**config.mk**
```make
export PLATFORM = sky130hd
export DESIGN_NAME = if_prefetch_unit
export DESIGN_NICKNAME = d
export VERILOG_FILES = /design/src/rtl/if_prefetch_unit.sv
export SDC_FILE = /design/constraint.sdc
export NUM_CORES = 1
export LEC_CHECK = 0
export ABC_AREA = 1
export CORE_MARGIN = 1.5
export CORE_UTILIZATION = 56
export CTS_CLUSTER_DIAMETER = 50
export DETAILED_ROUTE_END_ITERATION = 12
export PLACE_DENSITY_LB_ADDON = 0.15
export SYNTH_ARGS = -nofsm -noshare
export SYNTH_HDL_FRONTEND = slang
export SYNTH_SLANG_ARGS = --single-unit
```
**constraint.sdc**
```tcl
create_clock -name clk -period 8.4 [get_ports clk]
set_input_delay 1.26 -clock clk [delete_from_list [all_inputs] [get_ports clk]]
set_output_delay 1.26 -clock clk [all_outputs]
set_load 0.01 [all_outputs]
```
**src/rtl/if_prefetch_unit.sv**
```systemverilog
// Instruction-fetch front end: multi-request prefetch with a PC-tagged
// instruction queue, credit-based issue and redirect flush.
module if_prefetch_unit #(
  parameter int              XLEN     = 32,
  parameter int              DEPTH    = 4,
  parameter logic [XLEN-1:0] RESET_PC = 32'h00000000,
  localparam int             AW       = $clog2(DEPTH),
  localparam int             CW       = AW + 1
) (
  input  logic            clk,
  input  logic            reset,
  output logic            imem_req_valid,
  input  logic            imem_req_ready,
  output logic [XLEN-1:0] imem_req_addr,
  input  logic            imem_resp_valid,
  input  logic [XLEN-1:0] imem_resp_data,
  input  logic            redirect_valid,
  input  logic [XLEN-1:0] redirect_pc,
  output logic            id_valid,
  input  logic            id_ready,
  output logic [XLEN-1:0] id_inst,
  output logic [XLEN-1:0] id_pc,
  output logic [XLEN-1:0] id_pc4,
  output logic [CW-1:0]   occupancy
);

  logic [XLEN-1:0] fetch_pc_q, fetch_pc_d;
  logic [XLEN-1:0] resp_pc_q, resp_pc_d;
  logic [CW-1:0]   outst_q, outst_d;
  logic [CW-1:0]   drop_q, drop_d;
  logic [CW-1:0]   count_q, count_d;
  logic [AW-1:0]   rd_ptr_q, rd_ptr_d;
  logic [AW-1:0]   wr_ptr_q, wr_ptr_d;

  logic [XLEN-1:0] inst_q [DEPTH];
  logic [XLEN-1:0] pc_q   [DEPTH];

  logic [CW:0]     inflight;
  logic            req_fire;
  logic            push;
  logic            pop;
  logic            dropping;
  logic [XLEN-1:0] redir_al;

  // credit covers both buffered and in-flight words so a push never overflows
  assign inflight = {1'b0, count_q} + {1'b0, outst_q};
  assign imem_req_valid = !reset && !redirect_valid
                       && (inflight < (CW+1)'(DEPTH));
  assign imem_req_addr  = fetch_pc_q;
  assign req_fire       = imem_req_valid && imem_req_ready;

  assign dropping = drop_q != '0;
  assign push     = imem_resp_valid && !dropping && !redirect_valid;
  assign id_valid = count_q != '0;
  assign pop      = id_valid && id_ready && !redirect_valid;
  assign redir_al = redirect_pc & ~XLEN'(3);

  assign id_inst   = inst_q[rd_ptr_q];
  assign id_pc     = pc_q[rd_ptr_q];
  assign id_pc4    = id_pc + XLEN'(4);
  assign occupancy = count_q;

  always_comb begin
    outst_d    = outst_q + CW'(req_fire) - CW'(imem_resp_valid);
    drop_d     = drop_q;
    count_d    = count_q + CW'(push) - CW'(pop);
    rd_ptr_d   = rd_ptr_q + AW'(pop);
    wr_ptr_d   = wr_ptr_q + AW'(push);
    fetch_pc_d = req_fire ? fetch_pc_q + XLEN'(4) : fetch_pc_q;
    resp_pc_d  = push ? resp_pc_q + XLEN'(4) : resp_pc_q;
    if (imem_resp_valid && dropping) begin
      drop_d = drop_q - CW'(1);
    end
    if (redirect_valid) begin
      drop_d     = outst_q - CW'(imem_resp_valid);
      count_d    = '0;
      rd_ptr_d   = wr_ptr_q;
      wr_ptr_d   = wr_ptr_q;
      fetch_pc_d = redir_al;
      resp_pc_d  = redir_al;
    end
  end

  always_ff @(posedge clk) begin
    if (reset) begin
      fetch_pc_q <= RESET_PC;
      resp_pc_q  <= RESET_PC;
      outst_q    <= '0;
      drop_q     <= '0;
      count_q    <= '0;
      rd_ptr_q   <= '0;
      wr_ptr_q   <= '0;
    end else begin
      fetch_pc_q <= fetch_pc_d;
      resp_pc_q  <= resp_pc_d;
      outst_q    <= outst_d;
      drop_q     <= drop_d;
      count_q    <= count_d;
      rd_ptr_q   <= rd_ptr_d;
      wr_ptr_q   <= wr_ptr_d;
    end
  end

  always_ff @(posedge clk) begin
    if (push) begin
      inst_q[wr_ptr_q] <= imem_resp_data;
      pc_q[wr_ptr_q]   <= resp_pc_q;
    end
  end

  a_no_overflow: assert property (@(posedge clk) disable iff (reset)
    !(push && (count_q == CW'(DEPTH)) && !pop));

endmodule

```
=== Yosys cells after proc, flatten, opt, wreduce, memory -nomap -nowiden ===
Memories as Yosys holds them, arrays and structs flattened. A register that Yosys moved wholly into a read port is not among the register bits.
Cells that the tools add are included.
W data, S select, Z words.

* Multiplexer cells: 11
* Order comparisons: 1
* Reduce and logical (&&, ||, !) cells: 17
* Add/sub/neg operators: 12

{| class="wikitable"
|+ Operators by type and width
! cell !! count
|-
| $mux W32 || 4
|-
| $add A32 B3 Y32 const B || 3
|-
| $sub A3 B1 Y3 || 3
|-
| $logic_and A1 B1 Y1 || 8
|-
| $add A3 B1 Y3 || 2
|-
| $mux W2 || 3
|-
| $mux W3 || 2
|-
| $reduce_bool A2 Y1 || 3
|-
| $reduce_bool A3 Y1 || 2
|-
| $add A2 B1 Y2 || 2
|-
| $add A3 B3 Y4 || 1
|-
| $lt A4 B3 Y1 const B || 1
|-
| $logic_not A1 Y1 || 3
|-
| $sub A3 B1 Y3 const B || 1
|-
| $mux W1 || 2
|-
| $reduce_or A2 Y1 || 1
|}

* Flip-flop bits (word level): 77
* Memories kept: 2
* Memory bits (writable): 256
* Input bits: 70
* Logic and storage cells: 52

{| class="wikitable"
|+ Memories
! memory !! words !! width !! read ports !! clocked after Yosys merged registers in !! wr ports !! line !! text
|-
| inst_q || 4 || 32 || 1 || 1 || 1 || 35 || <nowiki>logic [XLEN-1:0] inst_q [DEPTH];</nowiki>
|-
| pc_q || 4 || 32 || 1 || 1 || 1 || 36 || <nowiki>logic [XLEN-1:0] pc_q [DEPTH];</nowiki>
|}

=== Longest topological paths before layout ===
Gate-level depths: netlist of run 1.

* Word-level depth: 6
* Gate-level depth with buffers: 14
* Depth with buffers taken out: 13

=== Least setup slack after synthesis of run 1 ===
OpenSTA, ideal clock, no wires.

* Path kind: input port to flip-flop
* Start point: input port imem_resp_valid
* End point: memory inst_q[1][0] (enable)
* Path slack: 1.774 ns
* Arrival: 6.067 ns
* Buffers on the path: 0
* Cell stages on the path: 4
* Cell sequence: nand3_1 -> nor2_2 -> inv_2 -> nor3_1

* Longest elaborated chain between the ends: 4

{| class="wikitable"
|+ RTL lines
! what !! line !! text
|-
| start, declared || 15 || <nowiki>input logic imem_resp_valid,</nowiki>
|-
| $logic_and A1 B1 Y1 (2 in a row) || 53 || <nowiki>assign push = imem_resp_valid && !dropping && !redirect_valid;</nowiki>
|-
| $mux W1 || 105 || <nowiki>if (push) begin</nowiki>
|-
| $mux W1 (implied by the code) || 106 || <nowiki>inst_q[wr_ptr_q] <= imem_resp_data;</nowiki>
|-
| end, declared || 35 ||
|}

No other way between the ends.

==> summary.md, run 1 <==
| Metric | Value |
|---|---|
| Die Span Y | `169.6 um` |
| Yosys reg bits | `around 320` |
| Clock share of power | `39.1%` |
| Post-CTS Repair Setup Buffers | `0` |
| Flop2flop setup slack | `5.16 ns` |
| RSZ-0062 raised after global routing | `false` |
| Initial antenna violation count | `0` |
| GPL Wtd Cong | `0.9269` |
| Starting Density | `roughly 57%` |
| R2R depth | `7` |
| Setup TNS | `0 ns` |
| Met3 wire length | `2781 um` |
| Highest routed layer | `met4` |
| Placed cell count | `2299` |
| VDD IR max | `0.0001463 V` |
| DP HPWL | `between 20000 and 25000 um` |
| CTS max path bufs | `3` |
| CTS tree | `built` |
| First-pass GRT wire length | `about 60000 um` |
| Endpoints failing setup | `0` |
| Top cells by count, synth | `nand2_1 (563), edfxtp_1 (248), nor2_1 (214)` |
| Clock Tree Root | `clkbuf_16` |
| Clk_lat worst skew | `0.53 ns` |
| Worst Skew | `0.01899 ns` |
| Post-synth EDFFs | `approximately 250` |
| Synth Flop Type | `edfxtp_1` |
| Synthesized instance count | `roughly 1.8k` |
| Leakage | `between 7 and 8 nW` |
| Comb pwr share | `13.0%` |
| Seq/Total Area, Yosys | `57.33%` |
| Residual DRC | `0` |
| Top-Level Pins | `203` |
| Core ar. | `roughly 27000 um2` |
| P per Cell Area | `201.6 nW/um2` |
| Yosys top cell area share | `about 48%` |
| Psw | `around 0.95 mW` |
| Final core area utilization | `a little over two thirds` |
| CTS clock-pin slew for the worst setup and hold paths | `approximately 0.06 ns` |
| WL met2 | `17660 um` |
| Number of global-route vias before repair | `around 12k` |
| Area grow syn2layout | `21.16%` |
| Synth Warn # | `0` |
| All-layer global routing usage | `26.51%` |
| Reg2Reg Capture Point | `pc_q[1][18]$_DFFE_PP_` |
| Port Buffer Count | `194` |
| R2r startpoint | `drop_q[0]$_SDFFE_PP0P_` |
| 1st-iter DRT viols | `1125` |
| Measured slew at the worst slew-check pin | `1.069 ns` |
| Hold Path Sink | `drop_q[2]$_SDFFE_PP0P_` |
| Post-Syn Area | `15540 um2` |
| Syn_area_per_cell | `8.691 um2` |
| Fin crit period | `5.743 ns` |
| Cell taking the most area after synthesis | `edfxtp_1` |
| Hold Vio Cnt, Final | `0` |
| Wl on met1 | `16160 um` |
| TritonCTS Buffers | `35` |
| # rows | `60` |
| DR vias | `12.85k` |
| Most frequent cell after synthesis | `nand2_1` |
| Total of max-cap violations | `0` |
| DR vias/cell | `5.440` |
| Yosys cell types | `39` |
| Antenna diode count | `0` |
| Critical Path Sink Type | `output port` |
| DIE AREA | `28760 um2` |
| H-tree depth | `2` |
| Sequential share of power | `47.9%` |
| WS Path Type | `reg2out` |
| Clock sinks | `~320` |
| CTS Hold Buffers Added | `0` |
| P_int | `2.845 mW` |
| Layout cells sized above 1 | `roughly 4.7%` |
| Die width | `169.6 um` |
| Overflow after GRT | `0` |
| Status | `completed` |
| Dpl cell area | `between 15000 and 20000 um2` |
| Hold wc startpoint | `drop_q[2]$_SDFFE_PP0P_` |
| Cell Count, Final, Fillers Out | `2361` |
| WL/cell | `between 15 and 20 um` |
| Layout Nets | `2051` |
| Final instance area | `18830 um2` |
| Largest net degree at the start of global routing | `88` |
| Worst hold path type | `reg2reg` |
| Hold Path Stages | `2` |
| Final period util | `roughly two thirds` |
| Fmax | `around 0.17 GHz` |
| Post-CTS sizing | `0` |
| Max Fanout on Critical Path | `between 80 and 90` |
| Headroom to the max-slew limit | `28.76%` |
| Area contributors post-synth | `edfxtp_1 (48%), nand2_1 (14%), dfxtp_1 (9.4%)` |
| Sw frac | `around a quarter` |
| Antenna Violating Nets Remaining | `0` |
| CP Data Required Time | `slightly above 7 ns` |
| Fin. max-slew vios | `0` |
| Crit start category | `register` |
| 1st-pass router iterations | `5` |
| WP data arrival | `4.48 ns` |
| WL final | `37670 um` |
| Asr flop ratio synth | `0%` |
-- layout by cell type, fill, tap and decap left out, types with 3 or more instances in the layout --
| master | Yosys | final |
|---|---|---|
| nand2_1 | 563 | 563 |
| edfxtp_1 | 248 | 248 |
| nor2_1 | 214 | 214 |
| clkdlybuf4s50_1 | 0 | 193 |
| inv_1 | 141 | 141 |
| nand3_1 | 132 | 132 |
| o21ai_0 | 119 | 119 |
| dfxtp_1 | 73 | 71 |
| a21oi_1 | 46 | 46 |
| clkbuf_16 | 0 | 35 |
| o22ai_1 | 32 | 32 |
| xor2_1 | 29 | 29 |
| nor3_1 | 21 | 17 |
| nand4_1 | 17 | 17 |
| a31oi_1 | 17 | 17 |
| ha_1 | 15 | 15 |
| buf_4 | 11 | 11 |
| clkbuf_1 | 33 | 10 |
| o211ai_1 | 8 | 8 |
| clkinv_2 | 0 | 6 |
| nand2_2 | 6 | 6 |
| conb_1 | 1 | 6 |
| nor2_2 | 5 | 5 |
| xnor2_1 | 5 | 5 |
| inv_2 | 6 | 4 |
| nor3_2 | 0 | 4 |
| nor2_4 | 3 | 3 |
| or2_2 | 3 | 3 |
-- critical path: stages, from the launching register on --
cell and delay, ns:
dfxtp_4 0.65, clkinv_2 0.95, buf_4 0.63, nand2_1 0.11, nand3_1 0.06, nand2_1 0.25, nand2_1 0.12, nor2_1 0.17
nand2_1 0.07, nor2_1 0.20, nand3_1 0.09, nand2_1 0.08, clkdlybuf4s50_1 0.53
-- power groups by stage --
stage | clock network, mW | registers, mW | logic, mW
6_report | 1.48 | 1.82 | 0.495
5_1_grt | 1.57 | 1.82 | 0.547
4_1_cts | 1.51 | 1.82 | 0.496
3_5_place_dp | 0 | 1.85 | 0.493
3_3_place_gp | 0 | 1.85 | 0.485
2_1_floorplan | 0 | 1.84 | 0.269
-- metrics by stage --
| step | hold slack, ns | power, mW | setup slack (ns) |
|---|---|---|---|
| after floorplan | 0.4471 | 2.108 | 1.774 |
| after global placement | 0.4599 | 2.331 | 3.173 |
| after detailed placement | 0.4706 | 2.341 | 3.128 |
| after CTS | 0.4810 | 3.819 | 2.584 |
| after global routing | 0.5193 | 3.942 | 2.226 |
| final | 0.4767 | 3.795 | 2.657 |
-- area by class of cell --
| cell class | instances | area, um2 |
|---|---|---|
| flip-flops and latches | 321 | 8914 |
| fillers | 2092 | 8274 |
| multi-input cells | 1253 | 5751 |
| repair buffers | 205 | 2019 |
| clock buffers | 47 | 940.9 |
| inverters | 148 | 558.0 |
| well taps | 372 | 465.4 |
| clock inverters | 15 | 178.9 |
-- layer usage --
layer  track usage (%)  vias to the layer above
met5                 0                        -
met3             3.615                       79
met2             43.82                      505
met4             9.735                        0
li1                  -                     6313
met1             35.95                     5948
-- cell families after synthesis --
kind of cell    Yosys count  share of synthesized area (%)
flops                   321                          57.33
compound gates          229                          8.036
simple gates            967                          25.32
buf+inv                 219                          5.910
xor+xnor                 34                          1.916
other cells               1                        0.02413
fa+ha+maj                17                          1.466
-- worst max path at each step --
stage                        endpoint              startpoint  cells past startpoint
6_report                   id_pc4[31]  rd_ptr_q[0]$_SDFF_PP0_                     12
5_1_grt                    id_pc4[31]  rd_ptr_q[0]$_SDFF_PP0_                     12
4_1_cts                    id_pc4[31]  rd_ptr_q[0]$_SDFF_PP0_                     12
3_5_place_dp               id_pc4[31]  rd_ptr_q[0]$_SDFF_PP0_                     12
3_3_place_gp               id_pc4[31]  rd_ptr_q[0]$_SDFF_PP0_                     12
2_1_floorplan  inst_q[1][0]$_DFFE_PP_         imem_resp_valid                      4
-- registers in the layout, indices dropped and copies added (netlist names) --
name,count
inst_q,128
pc_q,120
imem_req_addr,30
drop_q,3
resp_pc_q,30
occupancy,3
outst_q,3
rd_ptr_q,2
wr_ptr_q,2
Note: power is estimated with default switching activity, not from simulation.
==> run 2: changes to the inputs <==
- clock period: 8.4 -> 6 ns (I/O delays scaled with it)
==> run 2 against run 1 <==
  * Die area unchanged
  * Largest cell class unchanged
  * Cell count increased by 0.17%
  * Worst hold slack got worse by 0.0050 ns
  * Flip-flop and latch count unchanged
  * Routed wire length increased by 1.1%
  * Sequential power increased by 40%
  * Register-to-register slack got worse by 2.4 ns
==> summary.md, run 2 (synthesis gave the netlist of run 1 again) <==
| Metric | Value |
|---|---|
| Psw | `1.327 mW (+40%)` |
| R2r startpoint | `drop_q[0]$_SDFFE_PP0P_` |
| Antenna diode count | `0 (unchanged)` |
| Antenna Violating Nets Remaining | `0 (unchanged)` |
| Most common cell after layout, fill and taps aside | `nand2_1` |
| Fin. max-slew vios | `0 (unchanged)` |
| Clock share of power | `38.9% (-0.2 points)` |
| Worst hold path type | `reg2reg` |
| Final core area utilization | `69.56% (+0.092 points)` |
| Starting Density | `57.34% (unchanged)` |
| Met3 wire length | `2920 um (+5.0%)` |
| DIE AREA | `28760 um2 (unchanged)` |
| P per Cell Area | `281.6 nW/um2 (+40%)` |
| Core ar. | `27100 um2 (unchanged)` |
| DR vias | `12.82k (-0.22%)` |
| Headroom to the max-slew limit | `27.09% (-1.7 points)` |
| Comb pwr share | `13.1% (about the same)` |
| Hold Vio Cnt, Final | `0 (unchanged)` |
| Fin crit period | `5.160 ns` |
| H-tree depth | `2 (unchanged)` |
| Port Buffer Count | `194 (unchanged)` |
| Die width | `169.6 um (unchanged)` |
| Hold WS | `0.4717 ns (-0.005044 ns)` |
| Highest routed layer | `met4` |
| Reg with most FFs | `inst_q` |
| WP data arrival | `4.26 ns (-0.22 ns)` |
| Initial antenna violation count | `0 (unchanged)` |
| R2R depth | `7 (unchanged)` |
| DP HPWL | `25090 um (+1.8%)` |
| Clk_lat worst skew | `0.52 ns (about the same)` |
| Post-CTS Repair Setup Buffers | `0 (unchanged)` |
| Residual DRC | `0 (unchanged)` |
| Clock sinks | `321 (unchanged)` |
| RSZ-0062 raised after global routing | `false` |
| Layout Nets | `2052 (+0.049%)` |
| Sw frac | `25.01% (-0.030 points)` |
| WL/cell | `16.10 um (+0.89%)` |
| Endpoints failing setup | `0 (unchanged)` |
| End point of the critical path | `id_pc4[22]` |
| Post-CTS sizing | `0 (unchanged)` |
| Leakage | `7.235 nW (about the same)` |
| WS Path Type | `reg2out` |
| Measured slew at the worst slew-check pin | `1.094 ns (+0.02501 ns)` |
| Layout cells sized above 1 | `4.817% (+0.091 points)` |
| Max Fanout on Critical Path | `80 (-3.6%)` |
| GPL Wtd Cong | `0.9061 (-2.2%)` |
| Sequential share of power | `48.0% (about the same)` |
| CTS Hold Buffers Added | `0 (unchanged)` |
| Total of max-cap violations | `0 (unchanged)` |
| VDD IR max | `0.0002223 V (+52%)` |
| Critical Path Sink Type | `output port` |
| Commonest cells after routing, fill and taps aside | `nand2_1 (563), edfxtp_1 (248), nor2_1 (214), clkdlybuf4s50_1 (193), inv_1 (141)` |
| Final period util | `86.00%` |
| Worst Skew | `0.01927 ns (+0.0002749 ns)` |
| Flop2flop setup slack | `2.74 ns (-2.42 ns)` |
| Status | `completed` |
| All-layer global routing usage | `26.69% (+0.18 points)` |
| WL met2 | `17980 um (+1.8%)` |
| WL final | `38070 um (+1.1%)` |
| Die Span Y | `169.6 um (unchanged)` |
| Largest net degree at the start of global routing | `86 (-2.3%)` |
| Top-Level Pins | `203 (unchanged)` |
| CTS max path bufs | `3 (unchanged)` |
| P_int | `3.980 mW (+40%)` |
| TritonCTS Buffers | `36 (+2.9%)` |
| 1st-iter DRT viols | `1154 (+2.6%)` |
| DR vias/cell | `5.419 (-0.39%)` |
| Fmax | `slightly below 0.2 GHz` |
| CTS tree | `built` |
| Number of global-route vias before repair | `11.93k (-0.41%)` |
| # rows | `60 (unchanged)` |
| Crit start category | `register` |
| Largest registers | `inst_q (128), pc_q (120)` |
| Clock Tree Root | `clkbuf_16` |
| First-pass GRT wire length | `60370 um (+0.73%)` |
| Hold wc startpoint | `drop_q[2]$_SDFFE_PP0P_` |
| Wl on met1 | `16380 um (+1.3%)` |
| Tot Pwr | `5.308 mW (+40%)` |
| 1st-pass router iterations | `5 (unchanged)` |
| Source of the critical timing path | `rd_ptr_q[0]$_SDFF_PP0_` |
| Setup TNS | `0 ns (unchanged)` |
| Reg2Reg Capture Point | `pc_q[0][25]$_DFFE_PP_` |
| CTS clock-pin slew for the worst setup and hold paths | `0.06 ns (about the same)` |
| CP Data Required Time | `5.10 ns (-2.04 ns)` |
| Overflow after GRT | `0 (unchanged)` |
| Area grow syn2layout | `21.32%` |
| Number of flip-flops in the largest register | `128 (unchanged)` |
## run 2: cell types whose count changed in the layout (fill, tap and decap cells not counted), sizes merged
cell      delta
clkinvlp     +1
bufinv       -2
clkbuf       +2
clkinv       +7
inv          -4
## run 2: stage by stage
stage	area [um2]	setup WS, ns	cells
after floorplan	15560	-0.2658	1793
after global placement	17710	1.490	2299
after detailed placement	17710	1.351	2299
after CTS	18850	0.8234	2365
after global routing	18850	0.4433	2365
final	18850	0.8398	2365
## run 2: final cells by class
cell class	count	area, um2
multi-input cells	1253	5751
clock buffers	49	1022
clock inverters	17	122.6
inverters	148	558.0
fillers	2118	8249
well taps	372	465.4
repair buffers	205	2019
flip-flops and latches	321	8914
## run 2: how the worst min path moves through the flow
stage                                  end  depth (start not counted)  slack, ns
global placement    drop_q[2]$_SDFFE_PP0P_                          2       0.46
detailed placement  drop_q[2]$_SDFFE_PP0P_                          2       0.46
CTS                 drop_q[2]$_SDFFE_PP0P_                          2       0.47
finish              drop_q[2]$_SDFFE_PP0P_                          2       0.47
floorplan           drop_q[2]$_SDFFE_PP0P_                          2       0.45
global route        drop_q[2]$_SDFFE_PP0P_                          2       0.51
## run 2: power groups by stage
stage               Combinational, mW  Clock [mW]  Sequential, mW
detailed placement              0.691           0            2.59
CTS                             0.695        2.09            2.54
finish                          0.695        2.07            2.55
global route                    0.768        2.19            2.55
global placement                0.677           0            2.59
floorplan                       0.377           0            2.57
## run 2: layer usage
layer	global-route usage, %	up-vias
li1	-	6315
met1	36.30	5917
met2	44.84	523
met3	3.825	62
met4	7.695	0
met5	0	-
## run 2: worst max-delay path, cell delays in order, from the launching register on
cell and delay [ns]:
dfxtp_4 0.69, clkinv_2 0.99, nand2_1 0.26, o211ai_1 0.11, nand2_1 0.18, ha_1 0.20, nand3_2 0.17, nor2_4 0.23
nand2_1 0.14, nor2_1 0.11, nand2_1 0.05, nand2_1 0.06, clkdlybuf4s50_1 0.52
==> run 3: changes to the inputs <==
- CELL_PAD_IN_SITES_DETAIL_PLACEMENT: unset -> 1
- CELL_PAD_IN_SITES_GLOBAL_PLACEMENT: unset -> 1
- CORE_UTILIZATION: 56 -> 42
==> run 3 against run 2 <==
  * Sequential share of layout area fell by 1.1 points
  * Flip-flop and latch count did not move
  * Worst hold slack improved by 0.0011 ns
  * Die area rose by 33%
  * Critical path type unchanged
==> summary.md, run 3 (synthesis gave the netlist of run 1 again) <==
| Metric | Value |
|---|---|
| Port Buffer Count | `194 (unchanged)` |
| First-pass GRT wire length | `73530 um (+22%)` |
| Most common cell after layout, fill and taps aside | `nand2_1` |
| Post-CTS sizing | `0 (unchanged)` |
| Leakage | `7.398 nW (+2.3%)` |
| 1st-pass router iterations | `5 (unchanged)` |
| TritonCTS Buffers | `40 (+11%)` |
| CP Cell Sequence | `clkinv_2, buf_4, nand2_1, nand2_1, nand2_1, nand2_1, ha_1, nand3_2, nor2_4, nand2_1, xor2_1, clkdlybuf4s50_1` |
| Layout Nets | `2062 (+0.49%)` |
| Starting Density | `42.55% (-15 points)` |
| Clock sinks | `321 (unchanged)` |
| CTS Hold Buffers Added | `0 (unchanged)` |
| Area grow syn2layout | `24.22%` |
| Worst Skew | `0.01688 ns (-0.002390 ns)` |
| VDD IR max | `0.0002406 V (+8.2%)` |
| WP data arrival | `3.82 ns (-0.44 ns)` |
| GPL Wtd Cong | `0.8597 (-5.1%)` |
| # rows | `70 (+17%)` |
| Core ar. | `36520 um2 (+35%)` |
| Commonest cells after routing, fill and taps aside | `nand2_1 (563), edfxtp_1 (248), nor2_1 (214), clkdlybuf4s50_1 (193), inv_1 (141)` |
| Worst path slowest cell | `dfxtp_4` |
| Endpoints failing setup | `0 (unchanged)` |
| Critical Path Sink Type | `output port` |
| Crit start category | `register` |
| Hold WS | `0.4728 ns (+0.001144 ns)` |
| Number of global-route vias before repair | `13.59k (+14%)` |
| Hold Path Stages | `2 (unchanged)` |
| Overflow after GRT | `0 (unchanged)` |
| Flop2flop setup slack | `3.33 ns (+0.59 ns)` |
| CTS clock-pin slew for the worst setup and hold paths | `0.06 ns (about the same)` |
| Initial antenna violation count | `0 (unchanged)` |
| WL/cell | `18.86 um (+17%)` |
| Critical Path Max Stage Delay | `0.75 ns (-0.24 ns)` |
| Measured slew at the worst slew-check pin | `0.9947 ns (-0.09892 ns)` |
| CTS tree | `built` |
| CP Data Required Time | `5.10 ns (about the same)` |
| P per Cell Area | `299.5 nW/um2 (+6.4%)` |
| Antenna Violating Nets Remaining | `0 (unchanged)` |
| Tot Pwr | `5.781 mW (+8.9%)` |
| Die width | `195.3 um (+15%)` |
| DIE AREA | `38160 um2 (+33%)` |
| Headroom to the max-slew limit | `33.69% (+6.6 points)` |
| RSZ-0062 raised after global routing | `false` |
| R2r startpoint | `occupancy[1]$_SDFF_PP0_` |
| Hold wc startpoint | `drop_q[2]$_SDFFE_PP0P_` |
| H-tree depth | `2 (unchanged)` |
| Top-Level Pins | `203 (unchanged)` |
| Reg with most FFs | `inst_q` |
| Number of flip-flops in the largest register | `128 (unchanged)` |
| Post-CTS Repair Setup Buffers | `0 (unchanged)` |
| Status | `completed` |
| Clk_lat worst skew | `0.53 ns (about the same)` |
| WL final | `46610 um (+22%)` |
| DP HPWL | `32270 um (+29%)` |
| WS Path Type | `reg2out` |
| Residual DRC | `0 (unchanged)` |
| Fillers | `4286 (+100%)` |
| Total of max-cap violations | `0 (unchanged)` |
| CTS max path bufs | `3 (unchanged)` |
| Final period util | `78.68% (-7.3 points)` |
| DR vias | `13.14k (+2.5%)` |
| Reg2Reg Capture Point | `outst_q[2]$_SDFF_PP0_` |
| Fmax | `0.2118 GHz (+9.3%)` |
| R2R depth | `11 (+4)` |
| Die Span Y | `195.3 um (+15%)` |
| Largest net degree at the start of global routing | `76 (-12%)` |
| All-layer global routing usage | `24.52% (-2.2 points)` |
| Fin. max-slew vios | `0 (unchanged)` |
| Worst hold path type | `reg2reg` |
| Top cell by count, worst path | `nand2_1` |
| Largest registers | `inst_q (128), pc_q (120)` |
| Hold Vio Cnt, Final | `0 (unchanged)` |
| Layout cells sized above 1 | `5.539% (+0.72 points)` |
| Max Fanout on Critical Path | `57 (-29%)` |
| Fin crit period | `4.721 ns (-0.4392 ns)` |
| Clock Tree Root | `clkbuf_16` |
| 1st-iter DRT viols | `735 (-36%)` |
| Hold Path Sink | `drop_q[2]$_SDFFE_PP0P_` |
| DR vias/cell | `5.314 (-1.9%)` |
| Antenna diode count | `0 (unchanged)` |
run 3: cell types whose count changed in the layout (fill, tap and decap cells not counted), sizes merged:
cell,delta
buf,+6
bufinv,+7
clkbuf,-1
clkinv,-2
clkinvlp,-1
inv,+2
run 3: routing by layer:
| metal | global-route usage, % | up-vias | routed length (um) |
|---|---|---|---|
| met5 | 0 | - | 0 |
| met4 | 6.718 | 0 | 1082 |
| met3 | 3.247 | 73 | 2077 |
| met2 | 42.79 | 303 | 22860 |
| met1 | 32.01 | 6438 | 20590 |
| li1 | - | 6323 | - |
run 3: through the flow:
stage | area (um2) | setup slack (ns) | TNS (ns) | util, % | instances
finish | 19300 | 1.279 | 0 | 52.85 | 2472
global route | 19300 | 0.9760 | 0 | 52.85 | 2472
CTS | 19300 | 1.169 | 0 | 52.85 | 2472
detailed placement | 17910 | 1.747 | 0 | 49.03 | 2401
global placement | 17910 | 1.819 | 0 | 49.03 | 2401
floorplan | 15560 | -0.2658 | -65.93 | - | 1793
run 3: worst max path at each step:
| stage | from | endpoint |
|---|---|---|
| 2_1_floorplan | imem_resp_valid | inst_q[1][0]$_DFFE_PP_ |
| 3_3_place_gp | rd_ptr_q[0]$_SDFF_PP0_ | id_pc4[14] |
| 3_5_place_dp | rd_ptr_q[0]$_SDFF_PP0_ | id_pc4[14] |
| 4_1_cts | rd_ptr_q[0]$_SDFF_PP0_ | id_pc4[14] |
| 5_1_grt | rd_ptr_q[0]$_SDFF_PP0_ | id_pc4[22] |
| 6_report | rd_ptr_q[0]$_SDFF_PP0_ | id_pc4[14] |
run 3: final cells by class:
cell class	instances	area, um2	share of cell area, %
inverters	148	556.8	2.885
multi-input cells	1253	5751	29.79
repair buffers	211	2102	10.89
flip-flops and latches	321	8914	46.18
clock buffers	48	1082	5.607
well taps	468	585.6	3.034
clock inverters	23	311.5	1.614
run 3: worst max-delay path: cells and delay by family (launching register included):
kind / cells / cell delay [ns]
buffers and inverters: 3 / 1.38
xor gates and xnor gates: 1 / 0.16
DFF: 1 / 0.75
and+or+nand+nor: 7 / 0.76
adders and majority gates: 1 / 0.23
run 3: report_power, final:
part / internal (mW) / switching (mW)
registers: 2.47 / 0.0810
logic: 0.303 / 0.422
clock network: 1.59 / 0.915
